`src/rtl/stream_xbar_pkg.sv`:
```
// Shared types and helpers for the round-robin AXI-Stream crossbar.
package stream_xbar_pkg;

    // Index widths never collapse to zero, even for single-port configurations.
    function automatic int clog2_min1(input int n);
        return (n <= 2) ? 1 : $clog2(n);
    endfunction

    typedef enum logic {
        ARB_IDLE   = 1'b0,
        ARB_LOCKED = 1'b1
    } arb_state_t;

    localparam int BEAT_DATA_W = 8;
    localparam int BEAT_ID_W   = 1;

    // Beat layout held in the skid buffers: data in the MSBs, last in the LSB.
    typedef struct packed {
        logic [BEAT_DATA_W-1:0] data;
        logic [BEAT_ID_W-1:0]   id;
        logic                   last;
    } beat_t;

endpackage

```
`src/rtl/stream_skid_buf.sv`:
```
// Two-entry valid/ready register slice with a registered output.
// r_head always holds the oldest beat, r_tail the second one when full.
module stream_skid_buf #(
    parameter int WIDTH = 10
) (
    input  logic             clk_i,
    input  logic             rst_i,
    input  logic             in_valid_i,
    output logic             in_ready_o,
    input  logic [WIDTH-1:0] in_data_i,
    output logic             out_valid_o,
    input  logic             out_ready_i,
    output logic [WIDTH-1:0] out_data_o
);

    logic [1:0]       r_count;
    logic [WIDTH-1:0] r_head;
    logic [WIDTH-1:0] r_tail;
    logic             w_push;
    logic             w_pop;

    assign in_ready_o  = (r_count != 2'd2);
    assign out_valid_o = (r_count != 2'd0);
    assign out_data_o  = r_head;
    assign w_push      = in_valid_i & in_ready_o;
    assign w_pop       = out_valid_o & out_ready_i;

    always_ff @(posedge clk_i or posedge rst_i) begin
        if (rst_i) begin
            r_count <= 2'd0;
            r_head  <= '0;
            r_tail  <= '0;
        end else begin
            case (r_count)
                2'd0: begin
                    if (w_push) begin
                        r_head  <= in_data_i;
                        r_count <= 2'd1;
                    end
                end
                2'd1: begin
                    if (w_push && w_pop) begin
                        r_head <= in_data_i;
                    end else if (w_push) begin
                        r_tail  <= in_data_i;
                        r_count <= 2'd2;
                    end else if (w_pop) begin
                        r_count <= 2'd0;
                    end
                end
                default: begin
                    // A push cannot coincide here because in_ready is low.
                    if (w_pop) begin
                        r_head  <= r_tail;
                        r_count <= 2'd1;
                    end
                end
            endcase
        end
    end

endmodule

```
`src/rtl/stream_xbar_rr.sv`:
```
// AXI-Stream crossbar: slaves route whole packets by TDEST to masters, each master
// arbitrating round-robin with packet locking and feeding a 2-entry skid buffer.
module stream_xbar_rr
    import stream_xbar_pkg::*;
#(
    parameter int T_DATA_WIDTH = 8,
    parameter int S_DATA_COUNT = 2,
    parameter int M_DATA_COUNT = 3,
    parameter int T_ID___WIDTH = clog2_min1(S_DATA_COUNT),
    parameter int T_DEST_WIDTH = clog2_min1(M_DATA_COUNT)
) (
    input  logic                                      clk_i,
    input  logic                                      rst_i,
    input  logic [S_DATA_COUNT-1:0][T_DATA_WIDTH-1:0] s_data_i,
    input  logic [S_DATA_COUNT-1:0][T_DEST_WIDTH-1:0] s_dest_i,
    input  logic [S_DATA_COUNT-1:0]                   s_last_i,
    input  logic [S_DATA_COUNT-1:0]                   s_valid_i,
    output logic [S_DATA_COUNT-1:0]                   s_ready_o,
    output logic [M_DATA_COUNT-1:0][T_DATA_WIDTH-1:0] m_data_o,
    output logic [M_DATA_COUNT-1:0][T_ID___WIDTH-1:0] m_id_o,
    output logic [M_DATA_COUNT-1:0]                   m_last_o,
    output logic [M_DATA_COUNT-1:0]                   m_valid_o,
    input  logic [M_DATA_COUNT-1:0]                   m_ready_i
);

    localparam int BEAT_W = T_DATA_WIDTH + T_ID___WIDTH + 1;

    logic [S_DATA_COUNT-1:0][T_DEST_WIDTH-1:0] w_eff_dest;
    logic [S_DATA_COUNT-1:0]                   w_dest_ok;
    logic [M_DATA_COUNT-1:0][S_DATA_COUNT-1:0] w_gnt_all;
    logic [M_DATA_COUNT-1:0]                   w_buf_ready;

    genvar gi, gj;

    generate
        for (gi = 0; gi < S_DATA_COUNT; gi++) begin : g_slave
            logic                    r_in_pkt;
            logic [T_DEST_WIDTH-1:0] r_cur_dest;
            logic [M_DATA_COUNT-1:0] w_hit;

            // Only the first beat of a packet looks at s_dest_i.
            assign w_eff_dest[gi] = r_in_pkt ? r_cur_dest : s_dest_i[gi];
            assign w_dest_ok[gi]  = {1'b0, w_eff_dest[gi]} < (T_DEST_WIDTH+1)'(M_DATA_COUNT);

            for (gj = 0; gj < M_DATA_COUNT; gj++) begin : g_hit
                assign w_hit[gj] = w_gnt_all[gj][gi] & w_buf_ready[gj];
            end

            // Packets with an unroutable destination are swallowed so they cannot stall the slave.
            assign s_ready_o[gi] = ~w_dest_ok[gi] | (|w_hit);

            always_ff @(posedge clk_i or posedge rst_i) begin
                if (rst_i) begin
                    r_in_pkt   <= 1'b0;
                    r_cur_dest <= '0;
                end else if (s_valid_i[gi] && s_ready_o[gi]) begin
                    if (!r_in_pkt) begin
                        r_cur_dest <= s_dest_i[gi];
                    end
                    r_in_pkt <= ~s_last_i[gi];
                end
            end
        end

        for (gi = 0; gi < M_DATA_COUNT; gi++) begin : g_master
            arb_state_t              r_state;
            arb_state_t              w_state_next;
            logic [T_ID___WIDTH-1:0] r_ptr;
            logic [T_ID___WIDTH-1:0] w_ptr_next;
            logic [T_ID___WIDTH-1:0] r_owner;
            logic [T_ID___WIDTH-1:0] w_owner_next;
            logic [T_ID___WIDTH-1:0] w_sel;
            logic [T_ID___WIDTH-1:0] w_idx;
            logic [S_DATA_COUNT-1:0] w_req;
            logic [S_DATA_COUNT-1:0] w_gnt;
            logic                    w_push;
            logic                    w_hs;
            logic                    w_last;
            logic [BEAT_W-1:0]       w_in_beat;
            logic [BEAT_W-1:0]       w_out_beat;

            for (gj = 0; gj < S_DATA_COUNT; gj++) begin : g_req
                assign w_req[gj] = s_valid_i[gj] & w_dest_ok[gj]
                                 & (w_eff_dest[gj] == T_DEST_WIDTH'(gj * 0 + gi));
            end

            // Scanning from farthest to nearest leaves the first requester after r_ptr in w_gnt.
            always_comb begin
                w_gnt = '0;
                w_sel = '0;
                w_idx = '0;
                if (r_state == ARB_LOCKED) begin
                    w_gnt[r_owner] = 1'b1;
                    w_sel          = r_owner;
                end else begin
                    for (int k = S_DATA_COUNT; k >= 1; k--) begin
                        w_idx = T_ID___WIDTH'((int'(r_ptr) + k) % S_DATA_COUNT);
                        if (w_req[w_idx]) begin
                            w_gnt        = '0;
                            w_gnt[w_idx] = 1'b1;
                            w_sel        = w_idx;
                        end
                    end
                end
            end

            assign w_push          = |(w_gnt & s_valid_i);
            assign w_hs            = w_push & w_buf_ready[gi];
            assign w_last          = s_last_i[w_sel];
            assign w_gnt_all[gi]   = w_gnt;
            assign w_in_beat       = {s_data_i[w_sel], w_sel, w_last};

            always_comb begin
                w_state_next = r_state;
                w_ptr_next   = r_ptr;
                w_owner_next = r_owner;
                case (r_state)
                    ARB_IDLE: begin
                        if (w_hs) begin
                            if (w_last) begin
                                w_ptr_next = w_sel;
                            end else begin
                                w_state_next = ARB_LOCKED;
                                w_owner_next = w_sel;
                            end
                        end
                    end
                    ARB_LOCKED: begin
                        if (w_hs && w_last) begin
                            w_state_next = ARB_IDLE;
                            w_ptr_next   = r_owner;
                        end
                    end
                    default: w_state_next = ARB_IDLE;
                endcase
            end

            always_ff @(posedge clk_i or posedge rst_i) begin
                if (rst_i) begin
                    r_state <= ARB_IDLE;
                    r_ptr   <= T_ID___WIDTH'(S_DATA_COUNT - 1);
                    r_owner <= '0;
                end else begin
                    r_state <= w_state_next;
                    r_ptr   <= w_ptr_next;
                    r_owner <= w_owner_next;
                end
            end

            stream_skid_buf #(
                .WIDTH (BEAT_W)
            ) u_skid (
                .clk_i       (clk_i),
                .rst_i       (rst_i),
                .in_valid_i  (w_push),
                .in_ready_o  (w_buf_ready[gi]),
                .in_data_i   (w_in_beat),
                .out_valid_o (m_valid_o[gi]),
                .out_ready_i (m_ready_i[gi]),
                .out_data_o  (w_out_beat)
            );

            assign m_data_o[gi] = w_out_beat[BEAT_W-1 -: T_DATA_WIDTH];
            assign m_id_o[gi]   = w_out_beat[T_ID___WIDTH:1];
            assign m_last_o[gi] = w_out_beat[0];
        end
    endgenerate

endmodule

```
`config.mk`:
```
export PLATFORM = sky130hd
export DESIGN_NAME = stream_xbar_rr
export DESIGN_NICKNAME = d
export VERILOG_FILES = /design/src/rtl/stream_xbar_pkg.sv /design/src/rtl/stream_skid_buf.sv /design/src/rtl/stream_xbar_rr.sv
export SDC_FILE = /design/constraint.sdc
export NUM_CORES = 1
export LEC_CHECK = 0
export CELL_PAD_IN_SITES_DETAIL_PLACEMENT = 2
export CELL_PAD_IN_SITES_GLOBAL_PLACEMENT = 2
export CORE_AREA = 4 4 107 134
export DETAILED_ROUTE_END_ITERATION = 16
export DIE_AREA = 0 0 111 138
export PLACE_DENSITY_LB_ADDON = 0.1
export RECOVER_POWER = 25
export SLEW_MARGIN = 20
export SYNTH_ARGS = -nofsm -noshare
export SYNTH_HDL_FRONTEND = slang
export SYNTH_SLANG_ARGS = --single-unit
```
`constraint.sdc`:
```
create_clock -name clk_i -period 2.8 [get_ports clk_i]
set_clock_uncertainty 0.1 [all_clocks]
set_input_delay 0.42 -clock clk_i [delete_from_list [all_inputs] [get_ports clk_i]]
set_output_delay 0.42 -clock clk_i [all_outputs]
set_load 0.005 [all_outputs]
```
* Yosys cells after proc, flatten, opt, wreduce, memory -nomap -nowiden
Index checks and enable logic that the tools add are counted.
Widths: inputs -> output; s select.
** Storage, ports and cells
- Input bits :: 29
- Output and inout port bits :: 35
- Flip-flop bits (word level) :: 81
** Cells by class
- Magnitude comparators :: 23
- Multiplexer cells :: 116
- Equality and inequality tests :: 31
- Bitwise gates (word level) :: 38
- Add/sub/neg operators :: 6
- Reductions and logical operators :: 48
** Operators with widths (count)
- $mux 10 :: 9
- $pmux 10 s2 :: 3
- $mux 1 :: 54
- $mux 2 :: 26
- $mux 8 :: 6
- $reduce_and 3->1 :: 12
- $lt 1x2->1 const B :: 12
- $ne 2x1->1 const B :: 12
- $and 1x1->1 :: 20
- $ne 2x2->1 const B :: 9
- $logic_and 1x1->1 :: 17
- $not 1->1 :: 13
- $pmux 1 s2 :: 6
- $pmux 2 s2 :: 3
- $reduce_and 4->1 :: 3
- $eq 2x1->1 const B :: 5
- $logic_not 2->1 :: 5
- $demux 1 s1 :: 9
- $ge 1x1->1 const B :: 9
- $ne 3x1->1 const B :: 3
- $reduce_bool 3->1 :: 3
- $add 1x1->1 const B :: 6
- $and 2x2->2 :: 3
- $reduce_bool 2->1 :: 3
- other kinds (5) :: 11

* Longest topological paths before layout
- Depth after elaboration :: 15
- Depth in mapped cells :: 9
- Mapped depth without buffers :: 6

* Cells and area by module
Synthesis repeated with hierarchy kept, for this count alone.
** Second synthesis, totals
- Cell total of the unflattened synthesis :: 355
- Area, all modules :: 4401.7 µm²
** By module, submodules not included
- stream_skid_buf :: area an instance 994.7 µm², sequential area each 550.5 µm², cells an instance 66, instances 3
- stream_xbar_rr :: area an instance 1417.6 µm², sequential area each 379.1 µm², cells an instance 157, instances 1

* Least setup slack after synthesis
No wires, ideal clock.
- Path kind :: register -> output
- Start :: register g_slave[1].r_in_pkt
- End :: output s_ready_o[0]
- Required time :: 2280 ps
- Stages on the path, launching flop included :: 7
- Data arrival time :: 1818 ps
- Path slack :: 462 ps
- Path through :: dfrtp_1 buf_6 nor3b_2 o21ai_2 o221a_1 or4_4 or2_2
** On the way
- Cells in the longest elaborated chain, start to end :: 12
- Elaborated cells between the ends (all ways) :: 35
** Ends and longest elaborated chain
- start: declaration :: line stream_xbar_rr.sv:37 : logic r_in_pkt;
- start signal: assignment :: line stream_xbar_rr.sv:60 : r_in_pkt <= ~s_last_i[gi];
- $mux 2 (*)
- $lt 2x2->1 :: line stream_xbar_rr.sv:43 : assign w_dest_ok[gi] = {1'b0, w_eff_dest[gi]} < (T_DEST_WIDTH+1)'(M_DATA_COUNT);
- $and 1x1->1 :: line stream_xbar_rr.sv:83 : assign w_req[gj] = s_valid_i[gj] & w_dest_ok[gj]
- $and 1x1->1 :: line stream_xbar_rr.sv:84 : & (w_eff_dest[gj] == T_DEST_WIDTH'(gj * 0 + gi));
- $mux 1 (implied by the code) (2 in a row) :: line stream_xbar_rr.sv:98 : if (w_req[w_idx]) begin
- $mux 2 (2 in a row) :: line stream_xbar_rr.sv:98
- $mux 2 :: line stream_xbar_rr.sv:92 : if (r_state == ARB_LOCKED) begin
- $and 1x1->1 :: line stream_xbar_rr.sv:46 : assign w_hit[gj] = w_gnt_all[gj][gi] & w_buf_ready[gj];
- $reduce_or 3->1 (*) :: line stream_xbar_rr.sv:50 : assign s_ready_o[gi] = ~w_dest_ok[gi] | (|w_hit);
- $or 1x1->1 (*) :: line stream_xbar_rr.sv:50
- end: declaration :: line stream_xbar_rr.sv:18 : output logic [S_DATA_COUNT-1:0] s_ready_o,
Every way passes the cells marked *; elsewhere a longest branch is shown, timed or not. The select of a mux whose other input is x is not followed.

* Worst setup path after layout
- Start :: input s_dest_i[0] (netlist bit)
- End :: output s_ready_o[0]
** On the way
- Cells in the longest elaborated chain, start to end :: 12
- Elaborated cells between the ends (all ways) :: 36
** Ends and longest elaborated chain
- start: declaration :: line stream_xbar_rr.sv:15 : input logic [S_DATA_COUNT-1:0][T_DEST_WIDTH-1:0] s_dest_i,
- $mux 2 (*)
- $lt 2x2->1 :: line stream_xbar_rr.sv:43
- $and 1x1->1 :: line stream_xbar_rr.sv:83
- $and 1x1->1 :: line stream_xbar_rr.sv:84
- $mux 1 (implied by the code) (2 in a row) :: line stream_xbar_rr.sv:98
- $mux 2 (2 in a row) :: line stream_xbar_rr.sv:98
- $mux 2 :: line stream_xbar_rr.sv:92
- $and 1x1->1 :: line stream_xbar_rr.sv:46
- $reduce_or 3->1 :: line stream_xbar_rr.sv:50
- $or 1x1->1 (*) :: line stream_xbar_rr.sv:50
Marks and branches as above.

==> impl_metrics.ini <==
[status]
outcome = finished clean

[floorplan]
rows = 47
core-area_sq_mm = 0.0131
io_pins = 64
dieArea_sq_mm = 0.0153
die_w_um = 111
start_util_pct = 34.2
die_y_um = 138

[logic_synthesis]
yosysMostFrequentCell = dfrtp_1
synthMuxAreaShare_pct = 9.76
synth_fp_nets = 479
synth_common_cells = 78 x dfrtp_1, 42 x nand2_1, 34 x o21ai_0, 32 x nor2_1, 28 x mux2i_1
yosys_warnings = 0
yosys.area_share.simple_pct = 17.1
ys_async_sr_fraction_pct = 100
synth_top_family_by_area = compound AO/OA/AOI/OAI gates
synth_top_area_cell = dfrtp_1
synth-xor-area-share_pct = 0
synth-compound-area-share_pct = 23.3
synth_area_sq_mm = 0.00449
synth_fa_ha_area_share_pct = 0
ys_seq_area_share_pct = 45.3
synth.top_cell.area_share_pct = 43.5
synth_cells = 450
synth_edf_count = 0
ys_ff_latch = 81
avgSynthCellArea_sq_um = 9.97
netlist_top_cells_area = dfrtp_1 44%, mux2i_1 6.2%, o221a_2 4.5%
yosysUniqueCellTypes = 67
synth_flop_cell = dfrtp_1

[hold_path]
min_delay_path_depth = 2
hold_start = g_master[0].u_skid.r_tail[2]
hold_class = reg -> reg
min_to = g_master[0].u_skid.r_tail[2]

[grt]
grt_max_degree = 82
antenna_found_initial = 0
grt_pass1_vias = 4678
grt_usage_pct = 21.1
overflow = 0
grt_pass1_wl_um = 25700

[worst_setup_path]
critPathSlowestCell = or4_4
crit_arrival_ps = 2280
rrSetupSlack_ps = 150
reg2reg_depth = 10
rr_endpoint = g_slave[1].r_cur_dest[1]
critPathMaxFanout = 4
crit_required_ps = 2280
r2r_start = g_slave[1].r_in_pkt
cpPeakStageDelay_ps = 550
start_kind = input pin
worst_setup_path_end_kind = output port
cp_cell_sequence = clkdlybuf4s50_1 -> buf_4 -> nor3b_4 -> o221a_1 -> or4_4 -> or2_4 -> buf_2
crit_type = in -> out

[clock_tree]
cts_sinks = 81
cts_buffers = 9
root_buffer = clkbuf_16
clock_path_buffers = 2
path_clk_slew_ps = 70
cts_tree = yes
clock_latency_ps = 350
h-tree-depth = 3

[power]
pwr-share-comb_pct = 52.4
power.total_uw = 7070
swShare_pct = 38.3
internal-power_uw = 4360
clockPowerShare_pct = 17.6
power.density_mw_per_mm2 = 1150
p_leak_uw = 0.00266
irDropWorstVdd_uv = 437
switching_power_uw = 2710
power_frac_seq_pct = 30.0

[cells_and_area]
finalNonFillerCells = 742
nets = 595
syn_to_final_growth_pct = 36.6
n_fill_cell = 1395
fin_util_pct = 46.7
multiInputGateArea_sq_mm = 0.00231
regArea_sq_mm = 0.00203
drive_gt1_share_pct = 26.3
antenna_cells = 0

[timing]
rsz0062_at_grt = yes
fin_crit_sh_pct = 100
timing.hold.ws_ps = 391
hold_viol_final = 0
layout_setup_ws_ps = 0.222
fin_crit_ps = 2800
slew_headroom_pct = 21.7
final-max-slew-violation-count = 0
setup_violations = 0
fmaxAchievable_ghz = 0.357
worst_pin_slew_ps = 1170

[route]
totalWireLength_um = 16000
firstDrtPassIters = 4
m1WireLength_um = 6580
via_per_inst = 5.54
met2_wirelength_um = 8730
drt_iter0_drc = 171
maxUsedRoutingLayer = met4
drc = 0
wl_met3_um = 424
final_antenna_net_count = 0
wl_per_cell_um = 21.6
num_vias = 4107

[placement]
place_congestion = 0.825
numPortBuffers = 63
dp.cells = 720
pre_cts_ws_ps = -492
place_hpwl_um = 11400

[job]
cap_violations = 0
## cell type report
| type | instances | share of cell area, % |
|---|---|---|
| well taps | 171 | 3.49 |
| multi-input cells | 326 | 37.8 |
| clock buffers | 9 | 3.68 |
| inverters | 15 | 0.940 |
| repair buffers | 133 | 19.7 |
| clock inverters | 7 | 1.27 |
| flip-flops and latches | 81 | 33.2 |
## flip-flops by register name, indices dropped and copies added (netlist names), named ones only
register and flops:
g_master.u_skid.r_tail 30, g_master.u_skid.r_count 6, g_slave.r_cur_dest 4, g_master.u_skid.out_data_o 30
g_master.r_owner 3, g_slave.r_in_pkt 2, g_master.r_ptr 3
## per-stage QoR
stage / setup TNS [ps] / area, sq um
final: 0 / 6130
after detailed placement: -3750 / 5740
after global routing: -81.5 / 6130
after floorplan: 0 / 4490
after global placement: -1560 / 5740
after CTS: -9.51 / 6090
## layer usage
layer  up-vias  global-route usage, %
met2        69                   38.8
li1       1901                      -
met5         -                      0
met4         0                   6.87
met3        22                   3.23
met1      2115                   24.9
## critical path: cells and delay by family
kind	cells	cell delay [ps]
buffers and inverters	3	700
AOI/OAI and AO/OA	1	230
and+or+nand+nor	3	940
## cell usage in the layout, fill, tap and decap left out, types with 7 or more instances in the layout
cell type	n
nand2_1	42
buf_4	64
a21oi_1	26
nor3_1	18
o221a_2	18
clkdlybuf4s50_1	57
inv_1	14
o22a_1	7
o21ai_0	34
dfrtp_1	76
mux2_2	8
nand3_1	12
mux2i_1	28
clkbuf_16	9
nor2_1	32
## how the worst max path moves through the flow
| stage | startpoint | end | slack, ps |
|---|---|---|---|
| 2_1_floorplan | rst_i | asynchronous set/reset pin | 200 |
| 3_3_place_gp | s_valid_i[1] | s_ready_o[0] | -440 |
| 3_5_place_dp | s_valid_i[1] | s_ready_o[0] | -490 |
| 4_1_cts | g_slave[1].r_in_pkt | s_ready_o[0] | -10 |
| 5_1_grt | g_slave[1].r_cur_dest[0] | s_ready_o[0] | -80 |
| 6_report | s_dest_i[0] | s_ready_o[0] | 0.2 |
## power groups by stage
stage / combinational (uW) / sequential (uW) / clock (uW)
global route: 4050 / 2200 / 1330
global placement: 3460 / 2090 / 0
floorplan: 2030 / 2000 / 0
CTS: 3700 / 2120 / 1280
finish: 3700 / 2120 / 1250
detailed placement: 3590 / 2130 / 0
## what timing repair did
item / CTS / global route
buffers inserted: 4 / 2
pin swaps: 6 / 8
endpoints found under the setup margin: 2 / 2
hold buffers: 0 / 0
gates resized for setup: 15 / 6
endpoints found under the hold margin: 0 / 0
gates cloned: 0 / 0
## logic make-up after synthesis
family	Yosys count
multiplexers	42
buffers and inverters	43
AO/OA/AOI/OAI	138
flip-flops	81
AND/OR/NAND/NOR	146
No activity file was read; power rests on OpenSTA's default activity.
